## src/rtl/instr_fetch_unit.sv

```systemverilog
// instr_fetch_unit
// Sequential instruction fetcher. Issues word-aligned requests from a fetch PC, tags
// every accepted request with its PC in an in-order queue and stores each response
// together with its PC in an instruction buffer that feeds decode. A Redirect flushes
// the buffer and the tag queue, reloads the PC and discards responses still in flight.
//
// Ports:
//   clk, reset                 clock; synchronous active-high reset
//   ImemReqValid/Ready/Addr    fetch request handshake and word address
//   ImemRspValid/Data          in-order read responses, no backpressure
//   Redirect/RedirectAddr      one-cycle flush and restart at a new address
//   InstrValid/Ready           decode handshake
//   Instr/InstrPC              head instruction word and its fetch address
module instr_fetch_unit #(
    parameter logic [31:0] RESET_PC = 32'h0000_0000,
    parameter int unsigned DEPTH    = 2
) (
    input  logic        clk,
    input  logic        reset,
    output logic        ImemReqValid,
    input  logic        ImemReqReady,
    output logic [31:0] ImemReqAddr,
    input  logic        ImemRspValid,
    input  logic [31:0] ImemRspData,
    input  logic        Redirect,
    input  logic [31:0] RedirectAddr,
    output logic        InstrValid,
    input  logic        InstrReady,
    output logic [31:0] Instr,
    output logic [31:0] InstrPC
);

    localparam int unsigned PW = (DEPTH > 2) ? $clog2(DEPTH) : 1;
    localparam int unsigned CW = 4;
    localparam logic [CW-1:0] DEPTH_C  = CW'(DEPTH);
    localparam logic [PW-1:0] LAST_PTR = PW'(DEPTH - 1);

    logic [31:0]   pc_q;
    logic [CW-1:0] out_q;   // accepted requests not yet answered, including doomed ones
    logic [CW-1:0] drop_q;  // responses still owed to requests issued before a Redirect
    logic [CW-1:0] occ_q;
    logic [PW-1:0] tag_wr_q, tag_rd_q, buf_wr_q, buf_rd_q;

    logic [31:0] tag_mem  [DEPTH];
    logic [31:0] buf_data [DEPTH];
    logic [31:0] buf_pc   [DEPTH];

    logic req_fire;
    logic rsp_ok;
    logic rsp_keep;
    logic deq;
    logic unused_addr_lsb;

    function automatic logic [PW-1:0] ptr_inc(input logic [PW-1:0] p);
        return (p == LAST_PTR) ? '0 : p + PW'(1);
    endfunction

    assign unused_addr_lsb = ^RedirectAddr[1:0];

    always_comb begin
        // Counting outstanding requests against the buffer guarantees a slot per response.
        ImemReqValid = !reset && !Redirect && ((out_q + occ_q) < DEPTH_C);
        InstrValid   = !reset && !Redirect && (occ_q != '0);
        ImemReqAddr  = reset ? RESET_PC : pc_q;
        Instr        = reset ? '0 : buf_data[buf_rd_q];
        InstrPC      = reset ? '0 : buf_pc[buf_rd_q];
        req_fire     = ImemReqValid && ImemReqReady;
        // A response with nothing outstanding is a protocol error and is ignored.
        rsp_ok       = !reset && ImemRspValid && (out_q != '0);
        rsp_keep     = rsp_ok && !Redirect && (drop_q == '0);
        deq          = InstrValid && InstrReady;
    end

    always_ff @(posedge clk) begin
        if (reset) begin
            pc_q     <= RESET_PC;
            out_q    <= '0;
            drop_q   <= '0;
            occ_q    <= '0;
            tag_wr_q <= '0;
            tag_rd_q <= '0;
            buf_wr_q <= '0;
            buf_rd_q <= '0;
        end else begin
            if (req_fire && !rsp_ok) begin
                out_q <= out_q + CW'(1);
            end else if (!req_fire && rsp_ok) begin
                out_q <= out_q - CW'(1);
            end

            if (Redirect) begin
                pc_q     <= {RedirectAddr[31:2], 2'b00};
                // Everything still in flight after this cycle's response belongs to the old path.
                drop_q   <= out_q - CW'(rsp_ok);
                occ_q    <= '0;
                tag_wr_q <= '0;
                tag_rd_q <= '0;
                buf_wr_q <= '0;
                buf_rd_q <= '0;
            end else begin
                if (rsp_ok && (drop_q != '0)) begin
                    drop_q <= drop_q - CW'(1);
                end
                if (req_fire) begin
                    pc_q     <= pc_q + 32'd4;
                    tag_wr_q <= ptr_inc(tag_wr_q);
                end
                if (rsp_keep) begin
                    tag_rd_q <= ptr_inc(tag_rd_q);
                    buf_wr_q <= ptr_inc(buf_wr_q);
                end
                if (deq) begin
                    buf_rd_q <= ptr_inc(buf_rd_q);
                end
                if (rsp_keep && !deq) begin
                    occ_q <= occ_q + CW'(1);
                end else if (!rsp_keep && deq) begin
                    occ_q <= occ_q - CW'(1);
                end
            end
        end
    end

    // Storage needs no reset: pointers and counts define which entries are live.
    always_ff @(posedge clk) begin
        if (req_fire) begin
            tag_mem[tag_wr_q] <= pc_q;
        end
        if (rsp_keep) begin
            buf_data[buf_wr_q] <= ImemRspData;
            buf_pc[buf_wr_q]   <= tag_mem[tag_rd_q];
        end
    end

endmodule
```

## config.mk

```make
export PLATFORM = sky130hd
export DESIGN_NAME = instr_fetch_unit
export DESIGN_NICKNAME = d
export VERILOG_FILES = /design/src/rtl/instr_fetch_unit.sv
export SDC_FILE = /design/constraint.sdc
export NUM_CORES = 1
export LEC_CHECK = 0
export CAP_MARGIN = 10
export CORE_MARGIN = 2
export CORE_UTILIZATION = 25
export DETAILED_ROUTE_END_ITERATION = 8
export PLACE_DENSITY = 0.52
export SKIP_CTS_REPAIR_TIMING = 1
export SLEW_MARGIN = 5
export SYNTH_ARGS = -nofsm -noshare
export SYNTH_HDL_FRONTEND = slang
export SYNTH_SLANG_ARGS = --single-unit
```

## constraint.sdc

```tcl
create_clock -name clk -period 10.27 [get_ports clk]
set_input_delay 2.054 -clock clk [delete_from_list [all_inputs] [get_ports clk]]
set_output_delay 2.054 -clock clk [all_outputs]
set_load 0.01 [all_outputs]
```

Word-level counts from Yosys, hierarchy flattened
Memory sizes are Yosys's and may differ from the RTL's. A register that Yosys moved wholly into a read port is not among the register bits.
Cells that the tools add are included.
{"block": "totals", "reg_bits": 48, "latchBits": 0, "ramBits": 192, "rom_bits": 0, "input_bits": 70, "output_inout_bits": 98, "wordCells": 79, "mem_count": 3}
{"name": "buf_data", "words": 2, "word_bits": 32, "read_ports": 1, "rd_ports_with_merged_regs": 1, "wr": 1, "line_no": "45", "text": "logic [31:0] buf_data [DEPTH];"}
{"name": "buf_pc", "words": 2, "word_bits": 32, "read_ports": 1, "rd_ports_with_merged_regs": 1, "wr": 1, "line_no": "46", "text": "logic [31:0] buf_pc [DEPTH];"}
{"name": "tag_mem", "words": 2, "word_bits": 32, "read_ports": 1, "rd_ports_with_merged_regs": 1, "wr": 1, "line_no": "44", "text": "logic [31:0] tag_mem [DEPTH];"}
{"block": "classes", "n_addsub": 12, "mul": 0, "n_div": 0, "order_cmp": 1, "n_eq_ne": 0, "n_shift": 0, "mux": 25, "n_bitwise": 0, "reduce_logical": 29}
{"operator": "2-to-1 mux 32 bit", "count": 5}
{"operator": "adder 32 x 3 -> 32 bit, second input constant", "count": 1}
{"operator": "2-to-1 mux 4 bit", "count": 6}
{"operator": "logical AND 1 bit", "count": 14}
{"operator": "2-to-1 mux 1 bit", "count": 14}
{"operator": "nonzero test 4 bit", "count": 3}
{"operator": "subtractor 4 x 1 -> 4 bit, second input constant", "count": 3}
{"operator": "adder 4 x 1 -> 4 bit, second input constant", "count": 2}
{"operator": "nonzero test 2 bit", "count": 4}
{"operator": "zero test 1 bit", "count": 6}
{"operator": "adder 1 bit, second input constant", "count": 4}
{"operator": "adder 4 bit", "count": 1}
{"operator": "zero test 4 bit", "count": 1}
{"operator": "< comparator 4 x 2 -> 1 bit, second input constant", "count": 1}
{"operator": "subtractor 4 x 1 -> 4 bit", "count": 1}
{"operator": "OR reduction 2 bit", "count": 1}

Longest topological paths before layout
Gate-level depths: netlist of run 1.
{"block": "depth", "word_depth": 9, "depth_mapped": 16, "mapped_depth_nobuf": 14}

Worst setup path after synthesis of run 1
OpenSTA, ideal clock, no wires.
{"block": "synth_path", "path_kind": "input-to-reg", "start": "input port Redirect", "end": "memory buf_data[0][0] (enable)", "setup_ns": 0.635, "arrival_time_ns": 8.446, "required_time_ns": 9.635, "slack_ns": 1.189, "stages": 3, "path_buffers": 2, "cell_sequence": "clkbuf_1 -> clkbuf_1 -> nor4_1"}
{"block": "synth_between", "elab_chain_len": 5}
{"item": "start: declaration", "line_no": "25", "text": "input logic Redirect,"}
{"item": "zero test 1 bit", "line_no": "70", "text": "rsp_keep = rsp_ok && !Redirect && (drop_q == '0);"}
{"item": "logical AND 1 bit (2 in a row)", "line_no": "70"}
{"item": "2-to-1 mux 1 bit", "line_no": "129", "text": "if (rsp_keep) begin"}
{"item": "2-to-1 mux 1 bit (not written as such)", "line_no": "130", "text": "buf_data[buf_wr_q] <= ImemRspData;"}
{"item": "end: declaration", "line_no": "45"}
Every way passes these cells.

Worst setup path after layout of run 1
{"block": "layout_path", "start": "input port reset", "end": "output port InstrValid"}
{"block": "layout_between", "elab_chain_len": 3}
{"item": "start: declaration", "line_no": "19", "text": "input logic reset,"}
{"item": "zero test 1 bit", "line_no": "63", "text": "InstrValid = !reset && !Redirect && (occ_q != '0);"}
{"item": "logical AND 1 bit (2 in a row)", "line_no": "63"}
{"item": "end: declaration", "line_no": "27", "text": "output logic InstrValid,"}
Every way passes these cells.

==> results of run 1 <==
-- metrics by stage --
stage          worst slack (ns)  hold WS [ns]
2_1_floorplan              1.19         0.424
3_3_place_gp               3.94         0.450
3_5_place_dp               3.95         0.456
4_1_cts                    3.94         0.482
5_1_grt                    3.82         0.490
6_report                   3.99         0.488
-- cell families after synthesis --
| kind of cell | count (synthesis) |
|---|---|
| DFF | 232 |
| other | 1 |
| adders and majority gates | 16 |
| muxes | 96 |
| and+or+nand+nor | 232 |
| xor gates and xnor gates | 18 |
| buffers and inverters | 60 |
| AOI/OAI and AO/OA | 82 |
-- placed cells by master (no fill, tap or decap), drive strengths merged, types with 14 or more instances in the layout --
master and instances:
clkbuf 33, mux2 32, nand3 15, nor2 96, edfxtp 184, clkdlybuf4s50 160, a21o 18, nor2b 24
a221o 14, inv 20, nand2 33, nor3 17, mux2i 64, dfxtp 48
-- layout make-up --
class,instances,area share
Clock inverter,17,0.0191
Inverter,19,0.00547
Tap cell,518,0.0498
Sequential cell,232,0.498
Timing Repair Buffer,169,0.128
Clock buffer,33,0.0536
Multi-Input combinational cell,448,0.246
-- per-layer routing --
metal  vias up  global-route usage
li1       3057                   -
met4         0              0.0318
met5         -                   0
met2       186               0.189
met3        36              0.0220
met1      3134               0.168
-- sequential cells by signal, summed over array words and instances (netlist names), 4 cells and up, named ones only --
register  flops
buf_data     64
buf_pc       60
drop_q        4
occ_q         4
out_q         4
pc_q         30
tag_mem      60
-- Yosys cell counts, types with 2 or more instances --
cell,count
a211oi_1,2
a21o_1,18
a21oi_1,13
a221o_1,14
a22oi_1,3
a31oi_1,4
and2_1,3
and3_1,6
and4_1,2
buf_1,7
buf_2,8
buf_4,4
clkbuf_1,22
dfxtp_1,48
edfxtp_1,184
fa_1,3
ha_1,13
inv_1,17
mux2_2,32
mux2i_1,64
nand2_1,33
nand2b_1,3
nand3_1,14
nand4_1,8
nand4_4,2
nor2_1,95
nor2b_1,24
nor3_1,16
nor3b_1,2
nor4_1,8
o211ai_1,2
o21ai_0,7
o21bai_1,4
o311ai_0,4
or3_1,4
or4_1,5
xnor2_1,12
xor2_1,6
-- worst max-delay path: cells and delay by family --
kind | cells | cell delay (ns)
AND/OR/NAND/NOR | 2 | 0.51
buffers and inverters | 3 | 1.60
-- report_power, final --
group | internal, mW | leakage [nW] | switching (mW)
Sequential | 1.09 | 2.07 | 0.0490
Combinational | 0.166 | 1.79 | 0.183
Clock | 0.636 | 0.462 | 0.385
Total | 1.89 | 4.32 | 0.617
-- worst max path at each step --
| stage | startpoint | to | slack, ns |
|---|---|---|---|
| global route | reset | InstrValid | 3.82 |
| CTS | reset | InstrValid | 3.94 |
| finish | reset | InstrValid | 3.99 |
| floorplan | Redirect | buf_data[0][0]$_DFFE_PP_ | 1.19 |
| global placement | reset | InstrValid | 3.94 |
| detailed placement | reset | InstrValid | 3.95 |
==> impl_metrics.yaml, run 1 <==
run_status:
  outcome: "finished, final reports clean"
final_layout:
  layout.cells.non_filler: 1436
  layout-drive-gt1-share: 0.106
  syn2layout_area_growth_pct: 31.4
  multi_input_area_um2: 3200
  antennaDiodeCount: 0
  fin_util: 0.335
  fillers: 3876
  seq_area_um2: 6490
  layout.nets: 983
  fin_area_um2: 13000
routing:
  first_pass_iters: 5
  vias: 6413
  drt_wl_total_mm: 25.3
  ant_nets: 0
  avgViaCountPerCell: 4.47
  top_layer: "met4"
  wl_met3_mm: 1.31
  wl_met1_mm: 11.9
  wl_per_cell_um: 17.6
  wl_met2_mm: 11.5
  drc: 0
  drt_iter0_markers: 434
critical_path:
  cpMaxStageDelayCell: "buf_4"
  cp_cell_sequence: "buf_4, buf_4, or2_2, nor2_1, clkdlybuf4s50_1"
  reg2reg_to: "out_q[3]$_SDFFE_PP0P_"
  cp-start-kind: "input pin"
  arrival_ns: 4.22
  ff2ff_path_depth: 15
  r2r-start: "out_q[1]$_SDFFE_PP0P_"
  crit_path_end_kind: "output pin"
  path_max_fanout: 73
  cp_common_cell: "buf_4"
  critPathRequiredTime_ns: 8.22
  worstSetupPathType: "in2out"
  reg2reg_slack_ns: 6.29
  cpPeakStageDelay_ns: 0.74
yosys:
  synth_cell_types: 59
  synth_mux_area_frac: 0.101
  ys_top_cells_by_area: "edfxtp_1, dfxtp_1, mux2i_1"
  synth-xor-area-share: 0.0159
  syn_area_um2: 9910
  synth_fa_ha_area_frac: 0.0225
  synth_warnings: 0
  syn_inst: 737
  yosysSeqAreaShare: 0.654
  yosys.area.top_type: "edfxtp_1"
  avgSynthCellArea_um2: 13.4
  ys.flop_type: "edfxtp_1"
  synth_edf_count: 184
  synth-simple-area-share: 0.118
  synth.top_cell.area_share: 0.558
  ys_seq_elements: 232
  synth_top_family_by_area: "simple AND/OR/NAND/NOR gates"
  async_reset_ff_frac: 0
  synth_compound_gate_area_share: 0.0627
worst_hold_path:
  hold_start: "pc_q[31]$_SDFFE_PP0P_"
  hold_path_class: "reg2reg"
  hold_end: "tag_mem[0][31]$_DFFE_PP_"
  min_path_cells: 0
cts:
  clkLatencyLatePin_ns: 0.55
  cts_root_buffer: "clkbuf_16"
  h-tree-depth: 1
  cts_buffer_depth: 3
  clk_pin_slew_ns: 0.06
  cts_buffers: 27
  cts_tree: "done"
  cts.sinks: 232
power_and_ir_drop:
  power_density_nw_per_um2: 192
  irDropWorstVdd_mv: 0.101
  total_power_mw: 2.51
  p_leak_nw: 4.32
place:
  hpwl_mm: 16.0
  place_congestion: 0.729
  post_dp_cell_area_um2: 12100
  post-place-cells: 1386
  io_buffers: 161
floorplanning:
  rows: 72
  core_um2: 38900
  dieArea_um2: 41300
  die_h_um: 203
  start_util: 0.255
  ios: 168
  die_width_um: 203
flow_run:
  drv_cap: 0
timing:
  max_freq_mhz: 159
  relSlewSlack: 0.214
  fin_worst_skew_ns: 0.0251
  period_share: 0.611
  rsz0062_at_grt: "false"
  setup_violations: 0
  hold_viol: 0
  period_needed_ns: 6.28
  finalMaxSlewViolations: 0
  finalSetupTns_ns: 0
  worst_pin_slew_ns: 1.18
grt:
  grt_pass1_vias: 6213
  antenna_found_initial: 0
  grt_max_degree: 74
  grt_pass1_wl_mm: 38.0
  grt.total_usage: 0.120
  grt_overflow: 0
Power figures use the tool's default switching activity.
==> inputs of run 2 (changes only) <==
Settings changed: PLACE_DENSITY 0.52 to 0.53.
Clock period 10.27 ns to 5.59 ns, I/O delays scaled along.
==> run 2 against run 1 <==
Compared with the run above: core utilization fell by 0.18 points; routed wire length rose by 0.13%; first-iteration DRC count fell by 21%; combinational power rose by 85%; flip-flop and latch count did not move; setup slack got worse by 2.6 ns; clock power rose by 67%; die area did not move; power rose by 77%.
==> impl_metrics.yaml, run 2 (synthesis results as in run 1) <==
run_status:
  outcome: "finished, final reports clean"
power_and_ir_drop:
  irDropWorstVdd_mv: 0.192
  p_clk_frac: 0.384
  power.net_switching_mw: 1.11
  combPwrFrac: 0.146
  p_leak_nw: 4.29
  power_frac_seq: 0.470
  p_int_mw: 3.32
  p_sw_frac: 0.251
  power_density_nw_per_um2: 342
cts:
  cts_root_buffer: "clkbuf_16"
  clkLatencyLatePin_ns: 0.53
  cts.sinks: 232
  cts_buffer_depth: 3
  cts_tree: "done"
  cts_buffers: 27
  h-tree-depth: 1
  clk_pin_slew_ns: 0.06
final_layout:
  syn2layout_area_growth_pct: 30.8
  layout-drive-gt1-share: 0.106
  final_common_cell: "edfxtp_1"
  fin_area_um2: 13000
  layout.nets: 984
  largest_register_ffs: 64
  largestRegisters: "buf_data (64), buf_pc (60), tag_mem (60)"
  top_register: "buf_data"
  fillers: 3861
  antennaDiodeCount: 0
  final_cell_mix: "edfxtp_1, clkdlybuf4s50_1, nor2_1"
critical_path:
  ff2ff_path_depth: 14
  arrival_ns: 3.04
  cpPeakStageDelay_ns: 0.67
  r2r-start: "out_q[1]$_SDFFE_PP0P_"
  cp_cell_sequence: "buf_4, buf_4, nor2_1, clkdlybuf4s50_1"
  crit_path_end_kind: "output pin"
  worstSetupPathType: "in2out"
  critPathRequiredTime_ns: 4.47
  cpMaxStageDelayCell: "buf_4"
  path_max_fanout: 63
  reg2reg_to: "out_q[3]$_SDFFE_PP0P_"
  reg2reg_slack_ns: 1.89
  cp_common_cell: "buf_4"
  cp-start-kind: "input pin"
routing:
  drc: 0
  vias: 6468
  first_pass_iters: 4
  wl_per_cell_um: 17.6
  drt_wl_total_mm: 25.3
  ant_nets: 0
  drt_iter0_markers: 344
  avgViaCountPerCell: 4.50
floorplanning:
  rows: 72
  die_width_um: 203
  die_h_um: 203
  start_util: 0.255
  core_um2: 38900
  ios: 168
  dieArea_um2: 41300
timing:
  setup_violations: 0
  relSlewSlack: 0.158
  period_needed_ns: 4.16
  worst_pin_slew_ns: 1.26
  period_share: 0.744
  finalSetupTns_ns: 0
  max_freq_mhz: 241
  hold_viol: 0
  finalMaxSlewViolations: 0
  fin_worst_skew_ns: 0.0144
  rsz0062_at_grt: "false"
flow_run:
  drv_cap: 0
worst_hold_path:
  hold_path_class: "reg2reg"
  hold_start: "pc_q[31]$_SDFFE_PP0P_"
  hold_end: "tag_mem[1][31]$_DFFE_PP_"
  min_path_cells: 0
place:
  place_congestion: 0.736
  post_dp_cell_area_um2: 12100
  io_buffers: 161
  hpwl_mm: 16.3
grt:
  grt_pass1_wl_mm: 38.1
  gr-usage-met1: 0.167
  met2_usage: 0.192
  grtUsageMet3: 0.0242
  grt_max_degree: 64
  grt_overflow: 0
  grt_pass1_vias: 6373
  antenna_found_initial: 0
  grt.total_usage: 0.120
  grt-busiest-layer: "met2"
==> run 2: cell type report <==
type	count	area, um2	share of cell area
clock buffer	35	737	0.0569
tap	518	648	0.0500
multi-input combinational	448	3210	0.247
inverter	19	71.3	0.00550
timing repair buffer	170	1680	0.129
clock inverter	14	130	0.0100
sequential	232	6490	0.501
==> run 2: critical path: cells and delay by family <==
family	cells	cell delay, ns
and+or+nand+nor	1	0.12
buffers and inverters	3	1.76
==> run 2: how the worst max path moves through the flow <==
stage | from | end | cells past startpoint
finish | reset | InstrPC[21] | 4
floorplan | Redirect | buf_data[0][0]$_DFFE_PP_ | 3
global route | reset | InstrPC[21] | 4
detailed placement | Redirect | out_q[3]$_SDFFE_PP0P_ | 13
global placement | Redirect | out_q[3]$_SDFFE_PP0P_ | 13
CTS | reset | InstrPC[21] | 4
==> run 2: per-layer routing <==
layer / wire length, um / part of all wire
met5: 0 / 0
met4: 365 / 0.014
met3: 1650 / 0.065
met2: 11700 / 0.46
met1: 11600 / 0.46
==> run 2: metrics by stage <==
stage / utilization / cells / power (mW) / hold WS, ns / setup WS (ns)
2_1_floorplan: - / 740 / 2.50 / 0.424 / 0.0773
6_report: 0.333 / 1436 / 4.44 / 0.492 / 1.43
4_1_cts: 0.333 / 1436 / 4.51 / 0.486 / 1.39
3_5_place_dp: 0.311 / 1387 / 2.78 / 0.466 / 1.24
3_3_place_gp: 0.311 / 1387 / 2.76 / 0.454 / 1.25
5_1_grt: 0.333 / 1436 / 4.65 / 0.516 / 1.24
==> run 2: power groups by stage <==
stage	clock network, mW	logic [mW]	registers (mW)
global placement	0	0.642	2.12
CTS	1.76	0.655	2.09
detailed placement	0	0.652	2.12
finish	1.70	0.647	2.09
global route	1.83	0.714	2.10
floorplan	0	0.410	2.09
==> inputs of run 3 (changes only) <==
Clock period 5.59 ns to 3.6 ns, I/O delays scaled along.
==> run 3 against run 2 <==
Compared with the run above: worst hold slack better by 0.020 ns; sequential power rose by 55%; setup slack lost 1.2 ns; clock power up 57%; critical endpoint is now ImemReqValid; design area is 1.7% higher; cell count up 1.0%; sequential share of layout area down 0.82 points; critical path depth grew 2; largest cell class unchanged.
==> impl_metrics.yaml, run 3 (synthesis results as in run 1) <==
flow_run:
  drv_cap: 0
routing:
  first_pass_iters: 5
  wl_per_cell_um: 17.1
  drc: 0
  vias: 6405
  ant_nets: 0
  drt_wl_total_mm: 24.8
  avgViaCountPerCell: 4.41
  drt_iter0_markers: 354
place:
  hpwl_mm: 16.7
  io_buffers: 161
  post-place-ws_ns: 0.171
  place_congestion: 0.765
critical_path:
  cpMaxStageDelayCell: "fa_1"
  critical_path.top_delay_family: "buffers and inverters"
  path_max_fanout: 7
  crit_path_end_kind: "output pin"
  critPathRequiredTime_ns: 2.88
  cp-start-kind: "flop"
  cpPeakStageDelay_ns: 0.54
  cp_cell_sequence: "inv_1, fa_1, nor3b_2, nand4_1, inv_1, clkdlybuf4s50_1"
  worst-path-buf-inv: 3
  cp_common_cell: "inv_1"
  worstSetupPathType: "reg2out"
  arrival_ns: 2.62
final_layout:
  final_cell_mix: "edfxtp_1, clkdlybuf4s50_1, nor2_1"
  layout-drive-gt1-share: 0.120
  layout.nets: 998
  largestRegisters: "buf_data (64), buf_pc (60), tag_mem (60)"
  top_register: "buf_data"
  largest_register_ffs: 64
  final_common_cell: "edfxtp_1"
  fin_util: 0.339
  syn2layout_area_growth_pct: 32.9
timing:
  hold_ws_ns: 0.511
  relSlewSlack: 0.547
  period_needed_ns: 3.34
  hold_viol: 0
  rsz0062_at_grt: "false"
  worst_pin_slew_ns: 0.673
  setup_slack_ns: 0.262
  finalSetupTns_ns: 0
  max_freq_mhz: 300
  period_share: 0.927
  setup_violations: 0
  finalMaxSlewViolations: 0
  fin_worst_skew_ns: 0.00895
grt:
  grt.total_usage: 0.118
  grt_pass1_vias: 6365
  antenna_found_initial: 1
  grt_max_degree: 83
  grt_pass1_wl_mm: 37.5
  grt_overflow: 0
run_status:
  outcome: "finished, final reports clean"
cts:
  cts_tree: "done"
  cts_buffers: 26
  clkLatencyLatePin_ns: 0.52
  cts.sinks: 232
  clk_pin_slew_ns: 0.06
  cts_buffer_depth: 3
  h-tree-depth: 1
  cts_root_buffer: "clkbuf_16"
power_and_ir_drop:
  power_density_nw_per_um2: 527
  p_leak_nw: 4.39
  irDropWorstVdd_mv: 0.294
floorplanning:
  rows: 72
  dieArea_um2: 41300
  die_width_um: 203
  start_util: 0.255
  core_um2: 38900
  ios: 168
  die_h_um: 203
worst_hold_path:
  hold_path_class: "reg2reg"
-- run 3: changes by cell type in the layout (fill, tap and decap cells not counted), sizes merged --
| cell | change |
|---|---|
| buf | +15 |
| clkbuf | +3 |
| clkinv | -3 |
| clkinvlp | -1 |
| diode | +1 |
-- run 3: worst paths after layout --
check / startpoint / to / cells after the start / slack [ns]
setup / recovery: out_q[1]$_SDFFE_PP0P_ / ImemReqValid / 6 / 0.26
hold / removal: pc_q[31]$_SDFFE_PP0P_ / tag_mem[0][31]$_DFFE_PP_ / 0 / 0.51
setup reg to reg: out_q[1]$_SDFFE_PP0P_ / out_q[3]$_SDFFE_PP0P_ / 14 / 0.36
hold reg to reg: pc_q[31]$_SDFFE_PP0P_ / tag_mem[0][31]$_DFFE_PP_ / 0 / 0.51
-- run 3: cell type report --
class,count,area [um2]
sequential,232,6490
clock buffer,38,767
clock inverter,10,109
timing repair buffer,185,1880
fill,3869,25700
antenna,1,2.50
inverter,19,71.3
tap,518,648
multi-input combinational,448,3210
-- run 3: layer usage --
metal  up-vias  share of wire  wire [um]  track usage
met4         0          0.019        473       0.0310
met1      3098           0.46      11400        0.162
li1       3092              -          -            -
met5         -              0          0            0
met3        32          0.070       1740       0.0313
met2       183           0.45      11200        0.185
-- run 3: power by group --
group / switching (mW) / internal [mW] / total [mW]
sequential: 0.133 / 3.10 / 3.23
combinational: 0.536 / 0.507 / 1.04
clock: 1.05 / 1.62 / 2.67
-- run 3: metrics by stage --
step / instances / cell area [um2] / power [mW]
global placement: 1402 / 12300 / 4.32
global route: 1450 / 13200 / 7.27
detailed placement: 1402 / 12300 / 4.33
CTS: 1450 / 13200 / 7.03
floorplan: 740 / 9940 / 3.89
finish: 1451 / 13200 / 6.94
